**config.mk**
```make
export PLATFORM = sky130hd
export DESIGN_NAME = pwm_duty_decoder_flat
export DESIGN_NICKNAME = d
export VERILOG_FILES = /design/src/rtl/pwm_duty_decoder_if.sv /design/src/rtl/pwm_duty_decoder.sv /design/src/flat_wrapper.sv
export SDC_FILE = /design/constraint.sdc
export NUM_CORES = 1
export LEC_CHECK = 0
export CORE_ASPECT_RATIO = 0.8
export CORE_UTILIZATION = 32
export CTS_CLUSTER_SIZE = 14
export DETAILED_ROUTE_END_ITERATION = 12
export GPL_TIMING_DRIVEN = 0
export SLEW_MARGIN = 30
export SYNTH_ARGS = -nofsm -noshare
export SYNTH_HDL_FRONTEND = slang
export SYNTH_SLANG_ARGS = --single-unit
```
**constraint.sdc**
```tcl
create_clock -name sysclk -period 2.4 [get_ports sysclk]
set_input_delay 0.24 -clock sysclk [delete_from_list [all_inputs] [get_ports sysclk]]
set_output_delay 0.24 -clock sysclk [all_outputs]
set_load 0.02 [all_outputs]
```
**src/rtl/pwm_duty_decoder_if.sv**
```systemverilog
// PWM decoder signal bundle.
//   enable      decoder enable (low holds the decoder idle)
//   pwm_in      raw, asynchronous PWM line
//   period      last measured rise-to-rise period, sysclk cycles
//   high_time   last measured high time, sysclk cycles
//   duty_valid  one-cycle strobe, period/high_time updated this cycle
//   stuck_low   line has had no rise for TIMEOUT cycles while low
//   stuck_high  line has had no rise for TIMEOUT cycles while high
// master: the side that drives enable/pwm_in; slave: the decoder.
interface pwm_duty_decoder_if #(
  parameter int unsigned CNT_W = 8
);
  logic             enable;
  logic             pwm_in;
  logic [CNT_W-1:0] period;
  logic [CNT_W-1:0] high_time;
  logic             duty_valid;
  logic             stuck_low;
  logic             stuck_high;

  modport master (
    output enable, pwm_in,
    input  period, high_time, duty_valid, stuck_low, stuck_high
  );

  modport slave (
    input  enable, pwm_in,
    output period, high_time, duty_valid, stuck_low, stuck_high
  );
endinterface

```
**src/rtl/pwm_duty_decoder.sv**
```systemverilog
// PWM duty decoder: samples a PWM line and measures, per frame, the rise-to-rise period and
// the high time in sysclk cycles. Strobes duty_valid once per completed frame and flags a line
// that has not risen for TIMEOUT cycles as stuck low or stuck high.
// Ports:
//   sysclk  system clock, rising edge
//   rst     synchronous active-high reset, priority over everything
//   bus     pwm_duty_decoder_if.slave (enable, pwm_in in; measurements and flags out)
module pwm_duty_decoder #(
  parameter int unsigned CNT_W   = 8,
  parameter int unsigned TIMEOUT = 200
) (
  input logic                sysclk,
  input logic                rst,
  pwm_duty_decoder_if.slave  bus
);

  if (TIMEOUT < 2 || TIMEOUT > (1 << CNT_W) - 1) begin : gen_bad_cfg
    $error("pwm_duty_decoder: TIMEOUT must be in [2, 2^CNT_W-1]");
  end

  localparam logic [CNT_W-1:0] TimeoutVal = CNT_W'(TIMEOUT);
  localparam logic [CNT_W-1:0] One        = CNT_W'(1);

  typedef enum logic [1:0] {StIdle, StArm, StMeasure} state_e;

  state_e           state_q, state_d;
  logic             sync1_q, pwm_s_q, pwm_d_q;
  logic [CNT_W-1:0] cnt_q, cnt_d;
  logic [CNT_W-1:0] hcnt_q, hcnt_d;
  logic [CNT_W-1:0] period_q, period_d;
  logic [CNT_W-1:0] high_q, high_d;
  logic             valid_q, valid_d;
  logic             stuck_low_q, stuck_low_d;
  logic             stuck_high_q, stuck_high_d;
  logic             rise;

  assign rise = pwm_s_q & ~pwm_d_q;

  always_ff @(posedge sysclk) begin
    if (rst) begin
      state_q      <= StIdle;
      sync1_q      <= 1'b0;
      pwm_s_q      <= 1'b0;
      pwm_d_q      <= 1'b0;
      cnt_q        <= '0;
      hcnt_q       <= '0;
      period_q     <= '0;
      high_q       <= '0;
      valid_q      <= 1'b0;
      stuck_low_q  <= 1'b0;
      stuck_high_q <= 1'b0;
    end else begin
      state_q      <= state_d;
      sync1_q      <= bus.pwm_in;
      pwm_s_q      <= sync1_q;
      pwm_d_q      <= pwm_s_q;
      cnt_q        <= cnt_d;
      hcnt_q       <= hcnt_d;
      period_q     <= period_d;
      high_q       <= high_d;
      valid_q      <= valid_d;
      stuck_low_q  <= stuck_low_d;
      stuck_high_q <= stuck_high_d;
    end
  end

  always_comb begin
    state_d      = state_q;
    cnt_d        = cnt_q;
    hcnt_d       = hcnt_q;
    period_d     = period_q;
    high_d       = high_q;
    valid_d      = 1'b0;
    stuck_low_d  = stuck_low_q;
    stuck_high_d = stuck_high_q;

    if (!bus.enable) begin
      // Disable from any state drops the partial frame; measurements hold.
      state_d      = StIdle;
      cnt_d        = '0;
      hcnt_d       = '0;
      stuck_low_d  = 1'b0;
      stuck_high_d = 1'b0;
    end else begin
      unique case (state_q)
        StIdle: begin
          cnt_d        = '0;
          hcnt_d       = '0;
          stuck_low_d  = 1'b0;
          stuck_high_d = 1'b0;
          state_d      = StArm;
        end
        StArm: begin
          if (rise) begin
            cnt_d        = One;
            hcnt_d       = One;
            stuck_low_d  = 1'b0;
            stuck_high_d = 1'b0;
            state_d      = StMeasure;
          end else if (cnt_q != TimeoutVal) begin
            cnt_d = cnt_q + One;
          end
        end
        StMeasure: begin
          if (rise) begin
            // Counts exclude the rise cycle itself, which starts the next frame at 1.
            period_d = cnt_q;
            high_d   = hcnt_q;
            valid_d  = 1'b1;
            cnt_d    = One;
            hcnt_d   = One;
          end else if (cnt_q == TimeoutVal) begin
            // cnt stays at TIMEOUT so ARM sees it already saturated.
            stuck_high_d = pwm_s_q;
            stuck_low_d  = ~pwm_s_q;
            state_d      = StArm;
          end else begin
            cnt_d  = cnt_q + One;
            hcnt_d = hcnt_q + CNT_W'(pwm_s_q);
          end
        end
        default: state_d = StIdle;
      endcase
    end
  end

  assign bus.period     = period_q;
  assign bus.high_time  = high_q;
  assign bus.duty_valid = valid_q;
  assign bus.stuck_low  = stuck_low_q;
  assign bus.stuck_high = stuck_high_q;

endmodule

```
**src/flat_wrapper.sv**
```systemverilog
// flat-port wrapper written by rule: the top's interface ports become plain ports
module pwm_duty_decoder_flat 
#(
  parameter int unsigned CNT_W   = 8,
  parameter int unsigned TIMEOUT = 200
)
  (sysclk, rst, bus_enable, bus_pwm_in, bus_period, bus_high_time, bus_duty_valid, bus_stuck_low, bus_stuck_high);
  pwm_duty_decoder_if #(.CNT_W(CNT_W)) bus_i ();
  input logic sysclk;
  input logic rst;
  input wire logic [$bits(bus_i.enable)-1:0] bus_enable;
  input wire logic [$bits(bus_i.pwm_in)-1:0] bus_pwm_in;
  output wire logic [$bits(bus_i.period)-1:0] bus_period;
  output wire logic [$bits(bus_i.high_time)-1:0] bus_high_time;
  output wire logic [$bits(bus_i.duty_valid)-1:0] bus_duty_valid;
  output wire logic [$bits(bus_i.stuck_low)-1:0] bus_stuck_low;
  output wire logic [$bits(bus_i.stuck_high)-1:0] bus_stuck_high;
  assign bus_i.enable = bus_enable;
  assign bus_i.pwm_in = bus_pwm_in;
  assign bus_period = bus_i.period;
  assign bus_high_time = bus_i.high_time;
  assign bus_duty_valid = bus_i.duty_valid;
  assign bus_stuck_low = bus_i.stuck_low;
  assign bus_stuck_high = bus_i.stuck_high;
  pwm_duty_decoder #(.CNT_W(CNT_W), .TIMEOUT(TIMEOUT)) u_core (.sysclk(sysclk), .rst(rst), .bus(bus_i));
endmodule
```
==> impl_results.md <==
- Clock sinks: 40
- Lkg Pwr: 0.000802 µW
- Synthesized netlist cell count: 230
- Routed wire per std cell: 13.6 µm
- Router iterations before antenna repair: 4
- Critical-path cell list: inv_1, ha_1, inv_1, nor4_2, o311ai_0, nand3_1
- Buffers on Ports: 22
- Final Skew: 0.00904 ns
- Period utilisation layout: 0.883
- CP bufs+invs: 2
- DIE AREA: 6400 µm²
- Vias in the first global route: 1,601
- Clock transition at the registers of the reported paths: 0.09 ns
- Yosys cell types: 47
- ANT nets after route: 0
- CP arrival: 2.37 ns
- Worst reg-to-reg setup slack: 0.28 ns
- Post-DP HPWL: 3350 µm
- Largest net degree at the start of global routing: 15
- Nets: 272
- Reg2reg end: u_core.hcnt_q[7]
- Worst path top cell family by delay: simple AND/OR/NAND/NOR gates
- Int Pwr: 1010 µW
- Number of DRC markers in iteration 0: 57
- Final setup vio count: 0
- Worst setup endpoint: u_core.hcnt_q[7]
- Syn_nets: 243
- Die W: 89.2 µm
- Hold Crit Class: reg -> reg
- Post-Syn Area: 1950 µm²
- Pwr dens: 563 nW/µm²
- Final hold vios: 0
- Share of the synthesized area in the top cell type: 0.411
- Clk_lat worst skew: 0.30 ns
- Reg2reg start: u_core.state_q[0]
- Post-synth top area cell: dfxtp_1
- First-pass GRT wire length: 8010 µm
- Fin crit period: 2.12 ns
- Starting density of the core: 0.331
- Clock Tree Buf Depth: 2
- Switch share: 0.248
- Setup CP Type: reg -> reg
- # rows: 25
- Initial antenna violation count: 0
- Area Growth Syn to Fin: 22.8%
- Setup TNS: 0 ns
- CP Depth: 6
- Clock power share: 0.432
- Gp weighted congestion: 0.803
- Grt ovf: 0
- Commonest cells post-synth: nand2_1, dfxtp_1, a21oi_1, o21ai_0
- CP required: 2.65 ns
- Residual DRC: 0
- Tot Pwr: 1350 µW
- Sequential fraction of design power: 0.500
- Mean post-synth cell area: 8.46 µm²
- Sw power: 334 µW
- Ratio of cells with drive above 1 in the final layout: 0.0885
- Reg2Reg Depth: 6
- Relative slew margins: 0.482
- CTS tree: yes
- Yosys reg bits: 40
- Core Box Area: 5880 µm²
- Ys Warns: 0
- Post-synth EDFFs: 0
- Diodes inserted: 0
- Crit end category: register
- Fmax: 472 MHz
- Pins Over Slew Limit: 0
- Async SR Flop Fraction: 0
- Critical-path top delay cell: nor4_2
- I/O pin total: 23
- Critical Path Start Type: register
- Hold Slack: 0.455 ns
- Top-count cell post-synth: nand2_1
- Post-CTS Hold Fix Bufs: 0
- Routed wire length: 4640 µm
- Main synth FF type: dfxtp_1
- Final Util: 0.407
- Sequential-to-total area share from yosys stat: 0.411
- Combinational fraction of design power: 0.067
- Die Y: 71.8 µm
- DR vias/cell: 5.20
- # H-tree levels: 2
- Worst setup path start: u_core.state_q[0]
- Max VDD drop: 0.291 mV
- Worst path max stage delay: 0.69 ns
- Slew @ Worst Pin: 0.770 ns
- Status: finished, final reports clean
- CTS root buf: clkbuf_8
- Unrepaired setup endpoints after global routing: false
- Postcts setup bufs: 0
- CP most frequent cell: inv_1
- Crit-path max FO: 8
- Total CTS buffers: 5
- Max-Cap Viols: 0
- Synth top area cells: dfxtp_1, nand2_1, a21oi_1, ha_1, o211ai_1
- Tot GR Track Use: 0.163
- Via count: 1,774
- Post-CTS Resized: 0
metrics by stage:
stage	instances	setup WS [ns]	cell area, µm²
global route	341	0.0324	2390
finish	341	0.280	2390
CTS	341	0.224	2380
floorplan	230	0.460	1950
global placement	333	0.309	2270
detailed placement	333	0.236	2270
layout by cell type (no fill, tap or decap), types with 2 or more instances in the layout:
cell type | netlist | final
nor3_1 | 3 | 3
a21oi_1 | 24 | 24
clkbuf_8 | 0 | 5
a32o_1 | 4 | 4
nand3_1 | 7 | 7
nand4b_1 | 2 | 2
nand4_1 | 8 | 8
clkbuf_1 | 9 | 9
mux2i_1 | 2 | 2
o21ai_0 | 10 | 10
and3_1 | 2 | 2
nand2b_1 | 2 | 2
nand2_1 | 45 | 45
nor2_1 | 4 | 4
o22ai_1 | 2 | 2
clkdlybuf4s50_1 | 0 | 22
dfxtp_1 | 40 | 40
o21a_1 | 2 | 2
nor3b_1 | 5 | 5
ha_1 | 9 | 9
o2111ai_1 | 2 | 2
o211ai_1 | 7 | 7
and3_2 | 3 | 3
inv_1 | 7 | 7
o31ai_1 | 2 | 2
nor2b_1 | 6 | 6
registers in the layout (all words and copies together) (netlist names):
| name | count |
|---|---|
| u_core.bus.stuck_high | 1 |
| u_core.pwm_d_q | 1 |
| u_core.bus.duty_valid | 1 |
| u_core.sync1_q | 1 |
| u_core.state_q | 2 |
| u_core.bus.stuck_low | 1 |
| u_core.bus.high_time | 8 |
| u_core.bus.period | 8 |
| u_core.cnt_q | 8 |
| u_core.hcnt_q | 8 |
| u_core.pwm_s_q | 1 |
worst min-delay path by stage:
stage                         endpoint  cells after the start                     from
2_1_floorplan           u_core.sync1_q                      1               bus_pwm_in
3_3_place_gp            u_core.pwm_s_q                      1           u_core.sync1_q
3_5_place_dp            u_core.pwm_s_q                      1           u_core.sync1_q
4_1_cts        u_core.bus.high_time[5]                      2  u_core.bus.high_time[5]
5_1_grt        u_core.bus.high_time[5]                      2  u_core.bus.high_time[5]
6_report       u_core.bus.high_time[5]                      2  u_core.bus.high_time[5]
area by class of cell:
cell class              count  area (µm²)
plain buffers              12        53.8
clock buffers               5        68.8
clock inverters             3        46.3
fillers                   639        3490
inverters                   7        26.3
multi-input cells         171        1070
flip-flops and latches     40         801
well taps                  81         101
repair buffers             22         220
worst min-delay path, stage by stage, from the launching register on:
cell and delay [ns]:
dfxtp_1 0.31, nand2_1 0.05, a21oi_1 0.05
routing by layer:
layer  vias up  part of all wire  track usage
li1        899                 -            -
met1       822              0.53        0.242
met2        50              0.41        0.231
met3         3             0.052       0.0357
met4         0            0.0073       0.0564
met5         -                 0            0
power by group through the flow:
| stage | clock network, µW | registers [µW] | logic, µW |
|---|---|---|---|
| finish | 582 | 673 | 90.5 |
| global placement | 0 | 688 | 88.9 |
| global route | 632 | 675 | 101 |
| CTS | 593 | 673 | 89.6 |
| detailed placement | 0 | 689 | 89.0 |
| floorplan | 0 | 687 | 62.8 |
cells by family (layout without fill, tap and decap cells):
kind of cell               after synthesis  in the layout  synth area share
adders and majority gates                9              9            0.0578
and+or+nand+nor                         97             97             0.267
muxes                                    2              2            0.0103
buffers and inverters                   19             49            0.0411
DFF                                     40             40             0.411
AOI/OAI and AO/OA                       63             63             0.213
Note: power is estimated with default switching activity, not from simulation.
